[src/rtl/demux_1_to_8_deser.sv]
// Purpose : 1-to-8 deserializer that steers consecutive accepted words into eight parallel lanes.
// Latency : Out_Valid rises the cycle after the 8th accepted word; ack reopens input the next cycle.
// Backpres: In_Ready drops while a complete frame is held; frame stays frozen until Out_Ack.
//
// Ports:
//   clk, reset             clock, synchronous active-high reset
//   In_Valid/In_Ready      word handshake; Data_In is the word, Frame_Sync marks word 0
//   Out_Valid/Out_Ack      complete frame on Data_0..Data_7, consumer acknowledge
//   Write_Index            lane the next accepted word lands in
//   Data_0..Data_7         parallel lanes, Data_k = k-th word of the frame
module demux_1_to_8_deser #(
    parameter int N_BITS = 8
) (
    input  logic              clk,
    input  logic              reset,
    input  logic              In_Valid,
    output logic              In_Ready,
    input  logic [N_BITS-1:0] Data_In,
    input  logic              Frame_Sync,
    output logic              Out_Valid,
    input  logic              Out_Ack,
    output logic [2:0]        Write_Index,
    output logic [N_BITS-1:0] Data_0,
    output logic [N_BITS-1:0] Data_1,
    output logic [N_BITS-1:0] Data_2,
    output logic [N_BITS-1:0] Data_3,
    output logic [N_BITS-1:0] Data_4,
    output logic [N_BITS-1:0] Data_5,
    output logic [N_BITS-1:0] Data_6,
    output logic [N_BITS-1:0] Data_7
);

    typedef enum logic {
        FILL = 1'b0,
        HOLD = 1'b1
    } state_t;

    state_t            state;
    state_t            state_nxt;
    logic              accept;
    logic [2:0]        wr_idx;
    logic [N_BITS-1:0] lane [8];

    // In_Ready is decoded from state only, so accept never sees a combinational
    // path from the consumer side.
    assign accept = In_Valid & In_Ready;

    // State register
    always_ff @(posedge clk) begin
        if (reset) begin
            state <= FILL;
        end else begin
            state <= state_nxt;
        end
    end

    // Next-state logic. A sync word landing when the index is 7 restarts the
    // frame at lane 0 instead of completing it.
    always_comb begin
        state_nxt = state;
        case (state)
            FILL: begin
                if (accept && !Frame_Sync && (wr_idx == 3'd7)) begin
                    state_nxt = HOLD;
                end
            end
            HOLD: begin
                if (Out_Ack) begin
                    state_nxt = FILL;
                end
            end
            default: state_nxt = FILL;
        endcase
    end

    // Output decode
    always_comb begin
        In_Ready  = 1'b0;
        Out_Valid = 1'b0;
        case (state)
            FILL:    In_Ready  = 1'b1;
            HOLD:    Out_Valid = 1'b1;
            default: In_Ready  = 1'b0;
        endcase
    end

    // Lane write path. Only accepted words touch the lanes, and accept is
    // impossible in HOLD, so the frame is frozen there. Lanes are never
    // cleared on resync or ack; stale words persist until overwritten.
    always_ff @(posedge clk) begin
        if (reset) begin
            wr_idx <= 3'd0;
            for (int k = 0; k < 8; k++) begin
                lane[k] <= '0;
            end
        end else if (accept) begin
            if (Frame_Sync) begin
                lane[0] <= Data_In;
                wr_idx  <= 3'd1;
            end else begin
                lane[wr_idx] <= Data_In;
                wr_idx       <= wr_idx + 3'd1;
            end
        end
    end

    assign Write_Index = wr_idx;
    assign Data_0      = lane[0];
    assign Data_1      = lane[1];
    assign Data_2      = lane[2];
    assign Data_3      = lane[3];
    assign Data_4      = lane[4];
    assign Data_5      = lane[5];
    assign Data_6      = lane[6];
    assign Data_7      = lane[7];

endmodule

[config.mk]
export PLATFORM = sky130hd
export DESIGN_NAME = demux_1_to_8_deser
export DESIGN_NICKNAME = d
export VERILOG_FILES = /design/src/rtl/demux_1_to_8_deser.sv
export SDC_FILE = /design/constraint.sdc
export NUM_CORES = 1
export LEC_CHECK = 0
export ABC_AREA = 0
export BUFFER_PORTS_ARGS = -buffer_cell sky130_fd_sc_hd__buf_2
export CORE_AREA = 2 2 77 79
export DETAILED_ROUTE_END_ITERATION = 8
export DIE_AREA = 0 0 79 81
export PLACE_DENSITY = 0.87
export RECOVER_POWER = 100
export SYNTH_ARGS = -nofsm -noshare
export SYNTH_HDL_FRONTEND = slang
export SYNTH_SLANG_ARGS = --single-unit
[constraint.sdc]
create_clock -name clk -period 2.69 [get_ports clk]
set_clock_uncertainty 0.1 [all_clocks]
set_input_delay 0 -clock clk [delete_from_list [all_inputs] [get_ports clk]]
set_output_delay 0 -clock clk [all_outputs]
set_load 0.01 [all_outputs]
==> impl_metrics.csv <==
group,metric,value,unit
routing,post-route-drc-count,0,
floorplan,die_w,79,µm
critical_path,reg2reg_slack,0.26,ns
routing,vias,1696,
critical_path,r2r_end,"state",
pwr,clockPowerShare,0.327,
placed_design,routabilityCongestion,0.770,
pwr,internal_power,1560,µW
timing,setup_viol,0,
status,status,"finished, final reports clean",
critical_path,startpoint,"reset",
yosys,synth-edff-count,64,
yosys,postSynth.asyncResetShare,0,
placed_design,place.port_buffers,81,
timing,rsz0062_at_grt,"false",
critical_path,reg2reg_depth,6,
hold_path,hp-start,"Data_In[6]",
floorplan,core-area,0.00568,mm²
hold_path,hold_end,"lane[1][6]",
pwr,p_sw_frac,0.222,
finish,fin_util,0.586,
timing,period_share,0.932,
yosys,yosys.area_share.simple,0.231,
global_routing,grtUsageMet2,0.309,
clock_network,root_buffer,"clkbuf_8",
routing,via_per_inst,4.83,
yosys,synth_cells,177,
global_routing,grt-ovfl-total,0,
critical_path,critPathArrivalTime,2.37,ns
timing,fin_crit,2.51,ns
finish,finalNetCount,287,
critical_path,critPathSlowestCell,"or4b_1",
global_routing,use_met3,0.0411,
critical_path,crit_required,2.55,ns
yosys,synthTopCellsByArea,"edfxtp_1, and2_1, dfxtp_1, nor4b_4, or2_2",
global_routing,grt_pass1_vias,1654,
placed_design,pre_cts_slack,0.409,ns
yosys,yosysWarnings,0,
clock_network,cts_sinks,68,
routing,drt_wl_total,5.65,mm
timing,slew_headroom,0.448,
yosys,synth-seq-area-share,0.733,
pwr,p_total,2010,µW
yosys,netlist_area,0.00273,mm²
timing,setup_slack,0.183,ns
critical_path,path_cells,"dlygate4sd3_1, buf_2, or4b_1, nor2_1, or2_0",
yosys,synth_nets,192,
clock_network,clockBufferDepth,2,
yosys,synth_common_cells,"and2_1, edfxtp_1, or2_2, nor2_1, dfxtp_1",
yosys,syn_area_per_cell,15.4,µm²
clock_network,cts_setup_buffers,0,
yosys,synth_top_area_cell,"edfxtp_1",
global_routing,antenna_found_initial,0,
clock_network,path_clk_slew,0.06,ns
yosys,post_synth_fa_ha_maj_area_fraction,0.00916,
global_routing,grt_pass1_wl,8.72,mm
hold_path,hold_path_class,"input pin to register",
pwr,combPwrFrac,0.066,
pwr,p_leak,0.00118,µW
finish,layout-drive-gt1-share,0.123,
job,drv_cap,0,
floorplan,fp.dieH,81,µm
global_routing,grtUsageTotal,0.188,
routing,drtIter0Drc,96,
yosys,synthXorXnorAreaFrac,0,
timing,tns,0,ns
floorplan,io_pins,82,
timing,tightest_slew,0.823,ns
finish,nFillCells,510,
yosys,synth_cell_types,23,
timing,final-hold-violation-count,0,
critical_path,max_stage_delay,0.75,ns
routing,ant_nets,0,
routing,first_pass_iters,4,
timing,fmax,399,MHz
finish,area_delta_synth_final,21.7,%
placed_design,dp_hpwl,3.91,mm
hold_path,hold_path_depth,2,
pwr,p_per_area,604,mW/mm²
finish,insertedDiodeCount,0,
pwr,p_seq_frac,0.607,
critical_path,r2r_start,"Write_Index[1]",
clock_network,h-tree-depth,3,
critical_path,critical_path_class,"input pin to register",
critical_path,critPathLaunchType,"input pin",
timing,slew_viol_final,0,
clock_network,numCtsBuffers,9,
global_routing,grt_max_degree,15,
critical_path,critPathMaxFanout,14,
yosys,ys_ff_latch,68,
yosys,netlist.area_leader.share,0.704,
pwr,power.switching,446,µW
yosys,synth_top_family_by_area,"simple AND/OR/NAND/NOR gates",
clock_network,clock_latency,0.32,ns
pwr,ir_drop,0.261,mV
yosys,synth_compound_area_frac,0.0160,
floorplan,dieArea,0.00640,mm²
clock_network,cts_tree,"built",
yosys,synth_flop_cell,"edfxtp_1",
floorplan,start_util,0.481,
global_routing,grtUsageMet1,0.242,
critical_path,endpoint_kind,"register",
routing,post_drt_wl_per_cell,16.1,µm
global_routing,top_usage_layer,"met2",
yosys,synth.area.mux_share,0,
timing,hold_ws,0.00569,ns
floorplan,num_rows,28,
## routing by layer
layer  up-vias  routed length [µm]
met4         0                  26
met3         2                 458
li1        812                   -
met5         -                   0
met2        76                2820
met1       806                2340
## cells by family after synthesis
kind of cell,Yosys count
AOI/OAI and AO/OA,6
adders and majority gates,2
buffers and inverters,7
DFF,68
and+or+nand+nor,94
## layout make-up
class,instances,area [µm²],share of cell area
clock buffers,11,131,0.0395
clock inverters,4,17.5,0.00527
inverters,2,7.51,0.00226
multi-input cells,102,669,0.201
flip-flops and latches,68,2000,0.603
well taps,75,93.8,0.0282
repair buffers,89,400,0.120
## sequential cells by signal, summed over array words and instances, names as in the netlist
name / flops
Write_Index: 3
lane: 64
state: 1
## power groups by stage
stage          Sequential [µW]  Clock [µW]  Combinational, µW
6_report                  1220         656                133
5_1_grt                   1220         711                147
4_1_cts                   1220         663                149
3_5_place_dp              1240           0                142
3_3_place_gp              1240           0                136
2_1_floorplan             1260           0               46.1
## metrics by stage
step,instance area [µm²],cells
after floorplan,2730,177
after global placement,3210,328
after detailed placement,3210,328
after CTS,3440,351
after global routing,3320,351
final,3320,351
## critical path, delay by kind of cell
family	cells	cell delay (ns)
buf+inv	2	0.74
simple gates	3	1.63
## what timing repair did
action	in CTS	in global routing
setup endpoints to repair	0	1
hold buffers	8	0
endpoints found under the hold margin	11	0
resized for setup	0	1
## how the worst max path moves through the flow
stage / slack [ns] / endpoint / cells past startpoint
2_1_floorplan: 0.66 / lane[1][0] / 4
3_3_place_gp: 0.48 / lane[1][4] / 3
3_5_place_dp: 0.41 / lane[1][2] / 3
4_1_cts: 0.15 / state / 6
5_1_grt: 0.03 / lane[2][1] / 5
6_report: 0.18 / lane[5][3] / 5
## cell usage in the layout (no fill, tap or decap), types with 2 or more instances in the layout
cell type and instances:
nor2b_1 2, nand3_1 3, nand2_1 3, clkbuf_8 9, or2_2 5, clkbuf_1 70, or2_0 3, dfxtp_1 3
ha_1 2, nor4b_2 3, and2_1 13, clkinv_2 2, nor2_1 5, buf_2 13, clkinv_1 2, a21oi_1 3
and2_0 51, inv_1 2, dlygate4sd3_1 8, a211oi_1 2, edfxtp_1 64
No activity file was read; power rests on OpenSTA's default activity.
